--- config.mk ---
export PLATFORM = sky130hd
export DESIGN_NAME = vga_scan_ctrl
export DESIGN_NICKNAME = d
export VERILOG_FILES = /design/src/rtl/vga_scan_ctrl.sv
export SDC_FILE = /design/constraint.sdc
export NUM_CORES = 1
export LEC_CHECK = 0
export CELL_PAD_IN_SITES_DETAIL_PLACEMENT = 0
export CELL_PAD_IN_SITES_GLOBAL_PLACEMENT = 1
export CORE_ASPECT_RATIO = 1.5
export CORE_MARGIN = 10
export CORE_UTILIZATION = 38
export DETAILED_ROUTE_END_ITERATION = 8
export PLACE_DENSITY_LB_ADDON = 0.25
export SLEW_MARGIN = 20
export SYNTH_ARGS = -nofsm -noshare
export SYNTH_HDL_FRONTEND = slang
export SYNTH_SLANG_ARGS = --single-unit
--- constraint.sdc ---
create_clock -name vga_clk -period 2.5 [get_ports vga_clk]
set_input_delay 0.5 -clock vga_clk [delete_from_list [all_inputs] [get_ports vga_clk]]
set_output_delay 0.5 -clock vga_clk [all_outputs]
set_load 0.02 [all_outputs]
--- src/rtl/vga_scan_ctrl.sv ---
// VGA scan controller: 640x480@60 timing, pixel fetch via x/y with a 1-cycle pattern
// generator, latency-aligned sync/blanking, and frame-synchronous test-pattern scheduling.
module vga_scan_ctrl #(
  parameter int unsigned H_VIS              = 640,
  parameter int unsigned H_FP               = 16,
  parameter int unsigned H_SYNC             = 96,
  parameter int unsigned H_BP               = 48,
  parameter int unsigned V_VIS              = 480,
  parameter int unsigned V_FP               = 10,
  parameter int unsigned V_SYNC             = 2,
  parameter int unsigned V_BP               = 33,
  parameter bit          SYNC_POL           = 1'b0,
  parameter int unsigned FRAMES_PER_PATTERN = 60
) (
  input  logic        vga_clk,
  input  logic        vga_rst,
  input  logic        pattern_auto,
  input  logic [1:0]  pattern_sel,
  input  logic [11:0] pixel_data,
  output logic [9:0]  x_pos,
  output logic [9:0]  y_pos,
  output logic [1:0]  pattern_id,
  output logic        hs,
  output logic        vs,
  output logic [3:0]  vga_r,
  output logic [3:0]  vga_g,
  output logic [3:0]  vga_b,
  output logic        video_on,
  output logic        frame_start
);

  localparam int unsigned H_TOTAL = H_VIS + H_FP + H_SYNC + H_BP;
  localparam int unsigned V_TOTAL = V_VIS + V_FP + V_SYNC + V_BP;

  localparam logic [9:0] H_VIS_C  = 10'(H_VIS);
  localparam logic [9:0] HS_START = 10'(H_VIS + H_FP);
  localparam logic [9:0] HS_END   = 10'(H_VIS + H_FP + H_SYNC);
  localparam logic [9:0] H_LAST   = 10'(H_TOTAL - 1);
  localparam logic [9:0] V_VIS_C  = 10'(V_VIS);
  localparam logic [9:0] VS_START = 10'(V_VIS + V_FP);
  localparam logic [9:0] VS_END   = 10'(V_VIS + V_FP + V_SYNC);
  localparam logic [9:0] V_LAST   = 10'(V_TOTAL - 1);

  localparam int unsigned FW = (FRAMES_PER_PATTERN > 1) ? $clog2(FRAMES_PER_PATTERN) : 1;
  localparam logic [FW-1:0] FPP_LAST = FW'(FRAMES_PER_PATTERN - 1);

  typedef enum logic [0:0] {StManual, StAuto} sched_e;

  logic [9:0]    h_cnt, v_cnt;
  logic          h_end, frame_end;
  logic          visible, hs_raw, vs_raw;
  logic          vis_d1, hs_d1, vs_d1;
  sched_e        state;
  logic [FW-1:0] frame_cnt, cnt_cur;

  assign h_end     = (h_cnt == H_LAST);
  assign frame_end = h_end && (v_cnt == V_LAST);
  assign visible   = (h_cnt < H_VIS_C) && (v_cnt < V_VIS_C);
  assign hs_raw    = (h_cnt >= HS_START) && (h_cnt < HS_END);
  assign vs_raw    = (v_cnt >= VS_START) && (v_cnt < VS_END);

  assign x_pos = visible ? h_cnt : '0;
  assign y_pos = visible ? v_cnt : '0;
  // Counters sit at (0,0) during reset, so the pulse must be masked there.
  assign frame_start = (h_cnt == '0) && (v_cnt == '0) && !vga_rst;

  always_ff @(posedge vga_clk or posedge vga_rst) begin
    if (vga_rst) begin
      h_cnt <= '0;
      v_cnt <= '0;
    end else if (h_end) begin
      h_cnt <= '0;
      v_cnt <= (v_cnt == V_LAST) ? '0 : v_cnt + 10'd1;
    end else begin
      h_cnt <= h_cnt + 10'd1;
    end
  end

  // Stage 1 lines up with pixel_data, stage 2 with the registered RGB.
  always_ff @(posedge vga_clk or posedge vga_rst) begin
    if (vga_rst) begin
      vis_d1   <= 1'b0;
      hs_d1    <= 1'b0;
      vs_d1    <= 1'b0;
      hs       <= ~SYNC_POL;
      vs       <= ~SYNC_POL;
      video_on <= 1'b0;
      vga_r    <= '0;
      vga_g    <= '0;
      vga_b    <= '0;
    end else begin
      vis_d1   <= visible;
      hs_d1    <= hs_raw;
      vs_d1    <= vs_raw;
      hs       <= hs_d1 ? SYNC_POL : ~SYNC_POL;
      vs       <= vs_d1 ? SYNC_POL : ~SYNC_POL;
      video_on <= vis_d1;
      vga_b    <= vis_d1 ? pixel_data[11:8] : '0;
      vga_g    <= vis_d1 ? pixel_data[7:4]  : '0;
      vga_r    <= vis_d1 ? pixel_data[3:0]  : '0;
    end
  end

  // Entering auto mode counts from zero regardless of stale counter contents.
  assign cnt_cur = (state == StAuto) ? frame_cnt : '0;

  always_ff @(posedge vga_clk or posedge vga_rst) begin
    if (vga_rst) begin
      state      <= StManual;
      frame_cnt  <= '0;
      pattern_id <= '0;
    end else if (frame_end) begin
      if (pattern_auto) begin
        state <= StAuto;
        if (cnt_cur == FPP_LAST) begin
          frame_cnt  <= '0;
          pattern_id <= pattern_id + 2'd1;
        end else begin
          frame_cnt <= cnt_cur + FW'(1);
        end
      end else begin
        state      <= StManual;
        frame_cnt  <= '0;
        pattern_id <= pattern_sel;
      end
    end
  end

endmodule

==> flow_summary.json <==
{
  "outcome": "complete, no violations",
  "root_buffer": "clkbuf_8",
  "tightest_slew_ps": 631.0,
  "antenna_found_initial": 0,
  "path_cells": "or4_4, nor4b_2, nand4_1, nor4_1, buf_2",
  "ys_warn_count": 0,
  "route.detailed.drc": 0,
  "drv_cap": 0,
  "cts.sinks": 47,
  "switching_share_pct": 23.55,
  "cp_max_fo": 2,
  "cp-start-kind": "register",
  "max-clock-path-buffers": 2,
  "cts_tree": "yes",
  "p_seq_share_pct": 58.3,
  "wl_um": 6107,
  "pwr-share-comb_pct": 7.0,
  "crit_required_ps": 2000,
  "wl_per_cell_um": 16.37,
  "fp.coreArea_um2": 5871,
  "place_inst": 365,
  "fp.dieH_um": 116.0,
  "fp-row-count": 34,
  "gp_congestion": 0.8351,
  "netlist_top_cells_area": "dfrtp_1 48%, and2_1 8.3%, xnor2_1 3.4%",
  "htree_num_levels": 2,
  "power_frac_clock_pct": 34.7,
  "finalNonFillerCells": 373,
  "io_pins": 55,
  "port_buffers": 53,
  "powerDensity_nw_per_um2": 418.0,
  "hpwl_um": 4771,
  "hold_buffers": 0,
  "cp-end-kind": "primary output",
  "final_layout_size_suffix_gt1_share_pct": 16.61,
  "n_antenna_cell": 0,
  "grt_usage_pct": 12.86,
  "net-switching-power_uw": 312.6,
  "cp-startpoint": "v_cnt[3]$_DFFE_PP0N_",
  "grt_first_pass_wirelength_um": 10110,
  "vias": 1929,
  "drv_slew": 0,
  "ant_nets": 0,
  "ys_types": 48,
  "dieArea_um2": 9748,
  "crit_buf_inv": 1,
  "crit_family": "simple AND/OR/NAND/NOR gates",
  "final_common_cell": "dfrtp_1",
  "crit_slowest_cell": "or4_4",
  "cpPeakStageDelay_ps": 530,
  "area_delta_synth_final_pct": 35.94,
  "layout_min_cycle_time_ps": 2450,
  "worstHoldStart": "hs_d1$_DFF_PP0_",
  "postSynthCellCount": 226,
  "p_int_uw": 1015,
  "hold_path_class": "register to register",
  "async_flop_share_pct": 100.0,
  "synth_top_area_share_pct": 48.21,
  "post_cts_buffers": 0,
  "vdd_drop_max_mv": 0.2150,
  "clkLatencyLatePin_ps": 300,
  "ys.flop_type": "dfrtp_1",
  "synthesis.area_per_instance_um2": 10.34,
  "ys_seq_area_share_pct": 50.46,
  "power_uw": 1327,
  "netlist_area_um2": 2336,
  "die_x_um": 84.02,
  "synth_top_area_cell": "dfrtp_1",
  "nFillCells": 572,
  "cts_buffers": 5,
  "max_freq_mhz": 408.2,
  "r2r-start": "h_cnt[7]$_DFF_PP0_",
  "grt_max_degree": 26,
  "grt_overflow": 0,
  "final_cell_mix": "45 x dfrtp_1, 33 x clkdlybuf4s50_1, 31 x and2_1, 25 x buf_4",
  "vias_per_cell": 5.172,
  "final.period_utilization_pct": 97.99,
  "drt_iter0_markers": 99,
  "synth_edf_count": 0,
  "relSlewSlack_pct": 57.61,
  "grt_pass1_vias": 2006,
  "ys_seq_elements": 47,
  "start_util_pct": 39.79,
  "p_leak_uw": 0.001363,
  "nets": 322,
  "setup_viol": 0,
  "dr.pass1.iters": 4,
  "syn_nets": 248,
  "clkTransAtPathRegs_ps": 90,
  "crit_type": "register to primary output",
  "worst_ep_arrival_time_ps": 1950,
  "rsz0062_at_grt": "yes",
  "clock_skew_ps": 8.031,
  "hold_viol": 0
}
-- timing repair --
action / CTS / global route
pin swaps: 1 / 0
endpoints found under the setup margin: 20 / 16
resized for setup: 25 / 20
-- metrics by stage --
| step | util, % | hold WS (ps) | TNS [ps] | instance area [um^2] | setup WS, ps |
|---|---|---|---|---|---|
| 4_1_cts | 53.99 | 368.5 | 0 | 3169 | 6.426 |
| 2_1_floorplan | - | 336.7 | 0 | 2336 | 39.67 |
| 6_report | 54.09 | 365.1 | 0 | 3176 | 50.36 |
| 3_3_place_gp | 52.86 | 338.0 | -252.6 | 3103 | -252.6 |
| 5_1_grt | 54.09 | 376.6 | -52.89 | 3176 | -52.89 |
| 3_5_place_dp | 52.86 | 355.8 | -311.4 | 3103 | -311.4 |
-- metal layers --
layer  wire (um)  part of all wire, %  track usage [%]
met4         168                  2.8            5.711
met2        3277                   54            23.68
met1        2366                   39            13.16
met5           0                    0                0
met3         295                  4.8            3.792
-- kinds of logic (layout without fill, tap and decap cells) --
logic type,after synthesis,after routing,share of synthesized area [%]
XOR/XNOR,15,15,5.624
multiplexers,2,2,0.9105
adder cells (fa/ha/maj),5,5,2.678
buffers and inverters,22,97,4.232
other,1,1,0.1605
AO/OA/AOI/OAI,28,28,8.302
flip-flops,47,47,50.46
AND/OR/NAND/NOR,106,106,27.64
-- flip-flops by register name, indices dropped and copies added, names as in the netlist --
name,cells
hs,1
vis_d1,1
state,1
pattern_id,2
vs_d1,1
frame_cnt,6
hs_d1,1
vs,1
vga_g,4
vga_b,4
h_cnt,10
v_cnt,10
vga_r,4
video_on,1
-- cells in the mapped netlist (2+ instances only) --
cell and n:
dfrtp_1 45, and2_1 31, nand3_1 11, nor4_1 11, inv_1 10, nor2_1 10, nand4_1 9, xnor2_1 9
nand2_1 8, and3_1 6, clkbuf_1 6, o21ai_0 6, xor2_1 6, ha_1 5, buf_2 4, o21ai_1 4
a211oi_1 3, o31ai_1 3, and4_1 2, dfstp_2 2, nand3b_1 2, nor2b_1 2, nor3_1 2, o21a_1 2
o22ai_1 2, or3_1 2, or4_1 2
-- worst paths after layout --
path                                       endpoint  slack [ps]  cells past startpoint
min reg2reg                            hs$_DFF_PP1_         370                      1
max                                     frame_start          50                      5
min                                    hs$_DFF_PP1_         370                      1
max in group asynchronous              vs$_DFF_PP1_        1330                      3
min in group asynchronous        h_cnt[4]$_DFF_PP0_         590                      2
max reg2reg                frame_cnt[5]$_DFFE_PP0P_         400                      5
-- cell type report --
| class | instances | area (um^2) | share of cell area [%] |
|---|---|---|---|
| inverter | 10 | 37.54 | 1.182 |
| tap | 72 | 90.09 | 2.837 |
| clock inverter | 3 | 20.02 | 0.6304 |
| multi-input combinational | 157 | 1069 | 33.65 |
| sequential | 47 | 1179 | 37.12 |
| timing repair buffer | 79 | 711.9 | 22.42 |
| clock buffer | 5 | 68.82 | 2.167 |
-- power by group through the flow --
stage	clock [uW]	sequential, uW	combinational, uW
after floorplan	0	803	24.7
after global placement	0	788	94.6
after detailed placement	0	789	95.3
after CTS	474	774	95.7
after global routing	515	775	101
final	460	774	92.8
Power figures use the tool's default switching activity.
